<file path="config.mk">
export PLATFORM = sky130hd
export DESIGN_NAME = seq_cla_mult_ctrl
export DESIGN_NICKNAME = d
export VERILOG_FILES = /design/src/rtl/seq_cla_mult_ctrl.sv
export SDC_FILE = /design/constraint.sdc
export NUM_CORES = 1
export LEC_CHECK = 0
export ABC_AREA = 1
export BUFFER_PORTS_ARGS = -buffer_cell sky130_fd_sc_hd__buf_4
export CORE_MARGIN = 2
export CORE_UTILIZATION = 29
export CTS_BUF_LIST = sky130_fd_sc_hd__clkbuf_16
export CTS_CLUSTER_DIAMETER = 50
export DETAILED_ROUTE_END_ITERATION = 6
export PLACE_DENSITY_LB_ADDON = 0.2
export SLEW_MARGIN = 30
export SYNTH_ARGS = -nofsm -noshare
export SYNTH_HDL_FRONTEND = slang
export SYNTH_SLANG_ARGS = --single-unit
</file>
<file path="constraint.sdc">
create_clock -name clk -period 3.3 [get_ports clk]
set_input_delay 0.495 -clock clk [delete_from_list [all_inputs] [get_ports clk]]
set_output_delay 0.495 -clock clk [all_outputs]
set_load 0.02 [all_outputs]
</file>
<file path="src/rtl/seq_cla_mult_ctrl.sv">
// seq_cla_mult_ctrl
// Sequential shift-and-add unsigned multiplier that reuses one N-bit
// carry-lookahead adder (carry-in 0) for N iterations and produces a 2N-bit
// product. Operands arrive over a valid/ready handshake and the product
// leaves over another valid/ready handshake.
//
// Ports:
//   clk        rising-edge clock
//   rst_n      synchronous active-low reset
//   in_valid   operands a/b valid
//   in_ready   block can accept operands (high only in IDLE)
//   a          N-bit unsigned multiplicand
//   b          N-bit unsigned multiplier
//   out_valid  product p valid (high only in DONE)
//   out_ready  consumer accepts p
//   p          2N-bit product, held until the next product is loaded
//   busy       high while iterating (RUN)
//
// Optional build macro: SEQ_MULT_EARLY_TERM_EN
//   When defined, a RUN cycle whose remaining multiplier bits are all zero
//   skips the add, shifts the accumulator right by the remaining count in
//   one step and finishes. When undefined, latency is always N cycles.
module seq_cla_mult_ctrl #(
  parameter int N = 4
) (
  input  logic           clk,
  input  logic           rst_n,
  input  logic           in_valid,
  output logic           in_ready,
  input  logic [N-1:0]   a,
  input  logic [N-1:0]   b,
  output logic           out_valid,
  input  logic           out_ready,
  output logic [2*N-1:0] p,
  output logic           busy
);

  localparam int CW = $clog2(N + 1);

  typedef enum logic [1:0] {
    S_IDLE = 2'd0,
    S_RUN  = 2'd1,
    S_DONE = 2'd2
  } state_t;

  // N-bit carry-lookahead add with zero carry-in; returns {cout, sum}.
  function automatic logic [N:0] cla_add(input logic [N-1:0] x, input logic [N-1:0] y);
    logic [N-1:0] g;
    logic [N-1:0] pr;
    logic [N:0]   c;
    g    = x & y;
    pr   = x ^ y;
    c[0] = 1'b0;
    for (int i = 0; i < N; i++) begin
      c[i+1] = g[i] | (pr[i] & c[i]);
    end
    return {c[N], pr ^ c[N-1:0]};
  endfunction

  state_t           state_q, state_d;
  logic [N-1:0]     mcand_q, mcand_d;
  logic [N-1:0]     acc_hi_q, acc_hi_d;
  logic [N-1:0]     acc_lo_q, acc_lo_d;
  logic [CW-1:0]    cnt_q, cnt_d;
  logic [2*N-1:0]   p_q, p_d;
  logic             in_ready_q, in_ready_d;
  logic             out_valid_q, out_valid_d;
  logic             busy_q, busy_d;

  logic [N-1:0]     addend_s;
  logic [N:0]       add_s;
  logic [2*N-1:0]   step_acc_s;

  // Single shared adder: acc_hi plus multiplicand gated by the current multiplier LSB.
  always_comb begin
    addend_s   = acc_lo_q[0] ? mcand_q : {N{1'b0}};
    add_s      = cla_add(acc_hi_q, addend_s);
    // {cout, sum, acc_lo} >> 1: cout lands in acc_hi[N-1], LSB drops off.
    step_acc_s = {add_s, acc_lo_q[N-1:1]};
  end

`ifdef SEQ_MULT_EARLY_TERM_EN
  logic [N-1:0]   pend_mask_s;
  logic           skip_s;
  logic [2*N-1:0] skip_acc_s;

  // Zero-detect on the unconsumed multiplier bits and the matching barrel shift.
  always_comb begin
    for (int i = 0; i < N; i++) begin
      pend_mask_s[i] = (i < int'(cnt_q));
    end
    skip_s     = ((acc_lo_q & pend_mask_s) == {N{1'b0}});
    skip_acc_s = {acc_hi_q, acc_lo_q} >> cnt_q;
  end
`endif

  // Next-state and datapath update for the IDLE/RUN/DONE controller.
  always_comb begin
    state_d  = state_q;
    mcand_d  = mcand_q;
    acc_hi_d = acc_hi_q;
    acc_lo_d = acc_lo_q;
    cnt_d    = cnt_q;
    p_d      = p_q;
    case (state_q)
      S_IDLE: begin
        if (in_valid && in_ready_q) begin
          mcand_d  = a;
          acc_hi_d = {N{1'b0}};
          acc_lo_d = b;
          cnt_d    = CW'(N);
          state_d  = S_RUN;
        end else begin
          state_d  = S_IDLE;
        end
      end
      S_RUN: begin
`ifdef SEQ_MULT_EARLY_TERM_EN
        if (skip_s) begin
          {acc_hi_d, acc_lo_d} = skip_acc_s;
          cnt_d                = {CW{1'b0}};
          p_d                  = skip_acc_s;
          state_d              = S_DONE;
        end else if (cnt_q == CW'(1)) begin
          {acc_hi_d, acc_lo_d} = step_acc_s;
          cnt_d                = cnt_q - CW'(1);
          p_d                  = step_acc_s;
          state_d              = S_DONE;
        end else begin
          {acc_hi_d, acc_lo_d} = step_acc_s;
          cnt_d                = cnt_q - CW'(1);
          state_d              = S_RUN;
        end
`else
        {acc_hi_d, acc_lo_d} = step_acc_s;
        cnt_d                = cnt_q - CW'(1);
        if (cnt_q == CW'(1)) begin
          p_d     = step_acc_s;
          state_d = S_DONE;
        end else begin
          state_d = S_RUN;
        end
`endif
      end
      S_DONE: begin
        if (out_ready) begin
          state_d = S_IDLE;
        end else begin
          state_d = S_DONE;
        end
      end
      default: begin
        state_d = S_IDLE;
      end
    endcase
    // Handshake/status flags are registered copies of the next state.
    in_ready_d  = (state_d == S_IDLE);
    busy_d      = (state_d == S_RUN);
    out_valid_d = (state_d == S_DONE);
  end

  // State and datapath registers with synchronous active-low reset.
  always_ff @(posedge clk) begin
    if (!rst_n) begin
      state_q     <= S_IDLE;
      mcand_q     <= {N{1'b0}};
      acc_hi_q    <= {N{1'b0}};
      acc_lo_q    <= {N{1'b0}};
      cnt_q       <= {CW{1'b0}};
      p_q         <= {(2*N){1'b0}};
      in_ready_q  <= 1'b1;
      out_valid_q <= 1'b0;
      busy_q      <= 1'b0;
    end else begin
      state_q     <= state_d;
      mcand_q     <= mcand_d;
      acc_hi_q    <= acc_hi_d;
      acc_lo_q    <= acc_lo_d;
      cnt_q       <= cnt_d;
      p_q         <= p_d;
      in_ready_q  <= in_ready_d;
      out_valid_q <= out_valid_d;
      busy_q      <= busy_d;
    end
  end

  assign in_ready  = in_ready_q;
  assign out_valid = out_valid_q;
  assign busy      = busy_q;
  assign p         = p_q;

endmodule

</file>
==> results.cfg, run 1 <==
[floorplanning]
die_w_um = 72.2
rows = 24
core-area_um2 = 4410
dieHeight_um = 72.2
start_util = 0.306
dieArea_um2 = 5210
ios = 23

[routing]
post_drt_wl_per_cell_um = 11.0
met3_length_um = 154
dr.first_iter.drc_count = 49
vias_per_cell = 4.38
vias = 1081
drt-total-wl_um = 2720
drc = 0
met2_length_um = 1180
ant_nets = 0
dr.pass1.iters = 4
routed.top_layer = met4
met1Wirelength_um = 1330

[final_layout]
num_antenna_cells = 0
syn_to_final_growth_pct = 20.8
final_area_um2 = 1630
fillers = 474
fin_nets = 214
drive_gt1_frac = 0.221

[grt]
grt_use_total = 0.118
grt_pass1_wl_um = 4740
antenna_found_initial = 0
grt_pass1_vias = 1011
grt_max_degree = 21
overflow = 0

[sta]
hold-worst-slack_ns = 0.473
fmax_mhz = 473
maxSlewHeadroom = 0.719
setup_tns_ns = 0
fin_crit_sh = 0.640
hold_violations = 0
fin_ws_ns = 1.19
skew_ns = 0.00451
fin_crit_ns = 2.11
finalSetupViolations = 0
worstMarginPinSlew_ns = 0.421
slew_viol_final = 0
grt_setup_unrepaired = false

[setup_path]
crit_path_start_kind = flip-flop
crit_fanout = 5
critPathCaptureType = flip-flop
cp.arrival_ns = 2.28
r2r_setup_slack_ns = 1.19
rr_endpoint = p[6]$_SDFFE_PN0P_
r2r_start = acc_lo_q[0]$_SDFFE_PN0P_
ff2ff_path_depth = 12
worstSetupPathType = flip-flop to flip-flop
worst-endpoint-required_ns = 3.46

[power]
leakage_nw = 0.735
vdd_drop_max_uv = 259
power_density_nw_per_um2 = 567
power_uw = 923

[clock_tree]
root_buffer = clkbuf_16
cts_setup_buffers = 0
clock_path_buffers = 2
cts_htree_levels = 1
cts-resized-gates = 0
clk_pin_slew_ns = 0.07
clkLatencyLatePin_ns = 0.27
cts-buffers-inserted = 3
cts_tree = built
cts.sinks = 28
holdBufCountCts = 0

[placement]
placed_cell_area_um2 = 1520
hpwlAfterDp_um = 1950
portBuffers = 22
gp_congestion = 0.708
place_ws_ns = 1.20

[yosys]
synthFlopType = dfxtp_1
syn_inst = 174
yosys_warnings = 0
synth_edf_count = 0
yosys.cell_count.top_type = nor2_1
syn-num-nets = 192
synth_commonest_cells = nor2_1 (43), dfxtp_1 (28), nand2_1 (26)
synth_top_area_share = 0.416
synth.distinct_cells = 26
avgSynthCellArea_um2 = 7.75
synth.area.top_cells = dfxtp_1 (42%), nor2_1 (12%), nand2_1 (7.2%), inv_1 (5.3%), o21ai_0 (4.8%)
ys_ff_latch = 28
syn_area_um2 = 1350
async_flop_share = 0
synth_largest_area_cell = dfxtp_1
ys_seq_area_frac = 0.416

[worst_hold_path]
holdPathEnd = mcand_q[1]$_SDFFE_PN0N_
hold_class = input port to flip-flop
min_from = a[1]
whs_path_depth = 3

[run]
max-cap-violations = 0

[status]
outcome = finished, final reports clean
[power breakdown]
group          total, mW  switching, mW  internal, mW
registers          0.393         0.0247         0.368
clock network      0.362          0.120         0.242
logic              0.168          0.103        0.0652
total              0.923          0.248         0.675
[cells by family (layout without fill, tap and decap cells)]
group | Yosys count | count (layout) | share of synthesized area
AND/OR/NAND/NOR | 93 | 93 | 0.326
XOR/XNOR | 1 | 1 | 0.00649
AO/OA/AOI/OAI | 19 | 19 | 0.0761
flip-flops | 28 | 28 | 0.416
buffers and inverters | 27 | 48 | 0.104
adder cells (fa/ha/maj) | 6 | 6 | 0.0724
[layout by cell type (no fill, tap or decap), drive strengths merged]
master / netlist / final
clkbuf: 1 / 3
nor2: 48 / 48
bufinv: 0 / 1
or2: 1 / 1
buf: 4 / 22
o21ai: 13 / 13
inv: 21 / 21
clkinv: 1 / 1
nand2: 29 / 29
fa: 3 / 3
nor3: 1 / 1
ha: 3 / 3
a21o: 1 / 1
a21oi: 5 / 5
nand3: 14 / 14
xor2: 1 / 1
dfxtp: 28 / 28
[cell type report]
| cell class | instances | area [um^2] | share of cell area |
|---|---|---|---|
| Tap cell | 52 | 65.1 | 0.0399 |
| Inverter | 22 | 85.1 | 0.0522 |
| Clock buffer | 3 | 75.1 | 0.0461 |
| Timing Repair Buffer | 22 | 165 | 0.101 |
| Clock inverter | 1 | 30.0 | 0.0184 |
| Sequential cell | 28 | 561 | 0.344 |
| Multi-Input combinational cell | 119 | 648 | 0.398 |
[stage by stage]
| stage | instances | utilization |
|---|---|---|
| 4_1_cts | 247 | 0.369 |
| 6_report | 247 | 0.369 |
| 2_1_floorplan | 174 | - |
| 3_5_place_dp | 243 | 0.345 |
| 5_1_grt | 247 | 0.369 |
| 3_3_place_gp | 243 | 0.345 |
[state kept, by name, indices dropped and copies added (netlist names)]
signal,count
acc_hi_q,4
acc_lo_q,4
busy,1
cnt_q,3
in_ready,1
mcand_q,4
out_valid,1
p,8
state_q,2
[how the worst max path moves through the flow]
stage | start | endpoint | cells past startpoint | slack [ns]
finish | acc_lo_q[0]$_SDFFE_PN0P_ | p[6]$_SDFFE_PN0P_ | 12 | 1.19
global route | acc_lo_q[0]$_SDFFE_PN0P_ | p[6]$_SDFFE_PN0P_ | 12 | 1.04
CTS | acc_lo_q[0]$_SDFFE_PN0P_ | p[6]$_SDFFE_PN0P_ | 12 | 1.19
detailed placement | acc_lo_q[0]$_SDFFE_PN0P_ | p[6]$_SDFFE_PN0P_ | 12 | 1.20
global placement | acc_lo_q[0]$_SDFFE_PN0P_ | p[6]$_SDFFE_PN0P_ | 12 | 1.22
floorplan | acc_lo_q[0]$_SDFFE_PN0P_ | p[6]$_SDFFE_PN0P_ | 12 | 1.28
[layer usage]
| layer | vias to the layer above | track usage |
|---|---|---|
| met5 | - | 0 |
| met4 | 0 | 0.0566 |
| met3 | 5 | 0.0236 |
| met2 | 26 | 0.174 |
| met1 | 472 | 0.163 |
| li1 | 578 | - |
[critical path: stages, from the launching register on]
cell,delay [ns]
dfxtp_1,0.39
nand2_1,0.07
inv_1,0.05
ha_1,0.12
inv_1,0.05
fa_1,0.35
inv_1,0.07
fa_1,0.15
inv_1,0.05
fa_1,0.47
inv_1,0.04
o21ai_0,0.15
nor2_1,0.05
Power figures use the tool's default switching activity.
==> run 2, diff against run 1 <==
Clock period 3.3 ns to 2 ns, I/O delays scaled along.
==> run 2 against run 1 <==
The flow now finishes with violations (setup timing). Hold slack got worse by 0.19 ns. Die area stayed put. Routed wire length is 3.1% higher. Count of clock-buffer cells in the layout is the same. Via count grew 0.28%. Global-route usage grew 0.19 points. Cell area rose by 0.23%. Sequential share of layout area is 0.074 points higher. Final cell count did not move. Critical endpoint unchanged. Largest cell class unchanged.
==> results.cfg, run 2 (synthesis gave the netlist of run 1 again) <==
[routing]
routed.top_layer = met4
dr.pass1.iters = 4
ant_nets = 0
drc = 0
dr.first_iter.drc_count = 37
post_drt_wl_per_cell_um = 11.4
vias_per_cell = 4.39
met2_length_um = 1210
met1Wirelength_um = 1440
vias = 1084
met3_length_um = 111
drt-total-wl_um = 2810

[grt]
grt_pass1_wl_um = 4890
grt_pass1_vias = 1058
antenna_found_initial = 0
overflow = 0
grt_use_total = 0.120
grt_max_degree = 21

[clock_tree]
root_buffer = clkbuf_16
clock_path_buffers = 2
cts_tree = built
clk_pin_slew_ns = 0.06
cts_htree_levels = 1
cts.sinks = 28
cts-buffers-inserted = 3
clkLatencyLatePin_ns = 0.27
cts_setup_buffers = 0

[setup_path]
crit_fanout = 2
critPathCaptureType = flip-flop
crit_path_start_kind = flip-flop
worst-endpoint-required_ns = 2.16
worstSetupPathType = flip-flop to flip-flop
cp.arrival_ns = 2.18

[worst_hold_path]
hold_class = input port to flip-flop

[status]
violations = setup timing
outcome = finished with violations

[placement]
placed_cell_area_um2 = 1530
hpwlAfterDp_um = 1970
portBuffers = 22
gp_congestion = 0.719
place_inst = 244
place_ws_ns = -0.0131

[sta]
maxSlewHeadroom = 0.710
fin_ws_ns = -0.0179
fmax_mhz = 496
fin_crit_ns = 2.02
fin_crit_sh = 1.01
setup_tns_ns = -0.0179
skew_ns = 0.00844
hold-worst-slack_ns = 0.286
worstMarginPinSlew_ns = 0.434
hold_violations = 0
finalSetupViolations = 1
slew_viol_final = 0
grt_setup_unrepaired = true

[power]
power_mw = 1.40
vdd_drop_max_uv = 343
power_density_nw_per_um2 = 855
leakage_nw = 0.720

[final_layout]
utilization = 0.370
drive_gt1_frac = 0.277
syn_to_final_growth_pct = 21.1
largest_register_ffs = 8
fin_nets = 215
final_common_cell = nor2_1
final_cell_mix = nor2_1 (43), dfxtp_1 (26), nand2_1 (25), buf_4 (23), inv_1 (15)
num_antenna_cells = 0
final_area_um2 = 1630
layout.cells.non_filler = 247

[floorplanning]
dieArea_um2 = 5210
start_util = 0.306
core-area_um2 = 4410
die_w_um = 72.2
dieHeight_um = 72.2
ios = 23
rows = 24

[run]
max-cap-violations = 0
-- run 2: what timing repair did --
action,4_1_cts,5_1_grt
gates resized for setup,2,10
endpoints found under the setup margin,1,4
pin swaps,0,6
hold buffers,0,0
hold endpoints to repair,0,0
-- run 2: layout make-up --
class,count,area (um^2)
tap,52,65.1
sequential,28,563
multi-input combinational,119,672
clock buffer,3,75.1
fill,475,2780
timing repair buffer,23,173
inverter,22,85.1
-- run 2: worst max-delay path, cell delays in order (launching register included) --
cell	delay (ns)
dfxtp_2	0.33
nand2_2	0.05
inv_2	0.06
ha_4	0.12
inv_2	0.04
fa_2	0.37
inv_2	0.06
fa_2	0.19
inv_2	0.03
fa_1	0.46
inv_1	0.05
o21ai_1	0.11
nor2_1	0.04
-- run 2: path summary, 6_finish.rpt --
check	from	end	slack, ns	depth (start not counted)
worst max-delay path	mcand_q[0]$_SDFFE_PN0N_	p[6]$_SDFFE_PN0P_	-0.02	12
worst min-delay path	a[1]	mcand_q[1]$_SDFFE_PN0N_	0.29	3
worst max register to register	mcand_q[0]$_SDFFE_PN0N_	p[6]$_SDFFE_PN0P_	-0.02	12
worst min register to register	cnt_q[1]$_SDFFE_PN0P_	cnt_q[1]$_SDFFE_PN0P_	0.48	2
-- run 2: report_power, final --
group,leakage [nW],switching [mW],internal (mW)
registers,0.230,0.0407,0.609
logic,0.453,0.174,0.113
clock network,0.0370,0.193,0.266
-- run 2: routing by layer --
| layer | global-route usage | vias to the layer above |
|---|---|---|
| met5 | 0 | - |
| met4 | 0.0503 | 0 |
| met3 | 0.0208 | 5 |
| met2 | 0.181 | 22 |
| met1 | 0.167 | 478 |
| li1 | - | 579 |
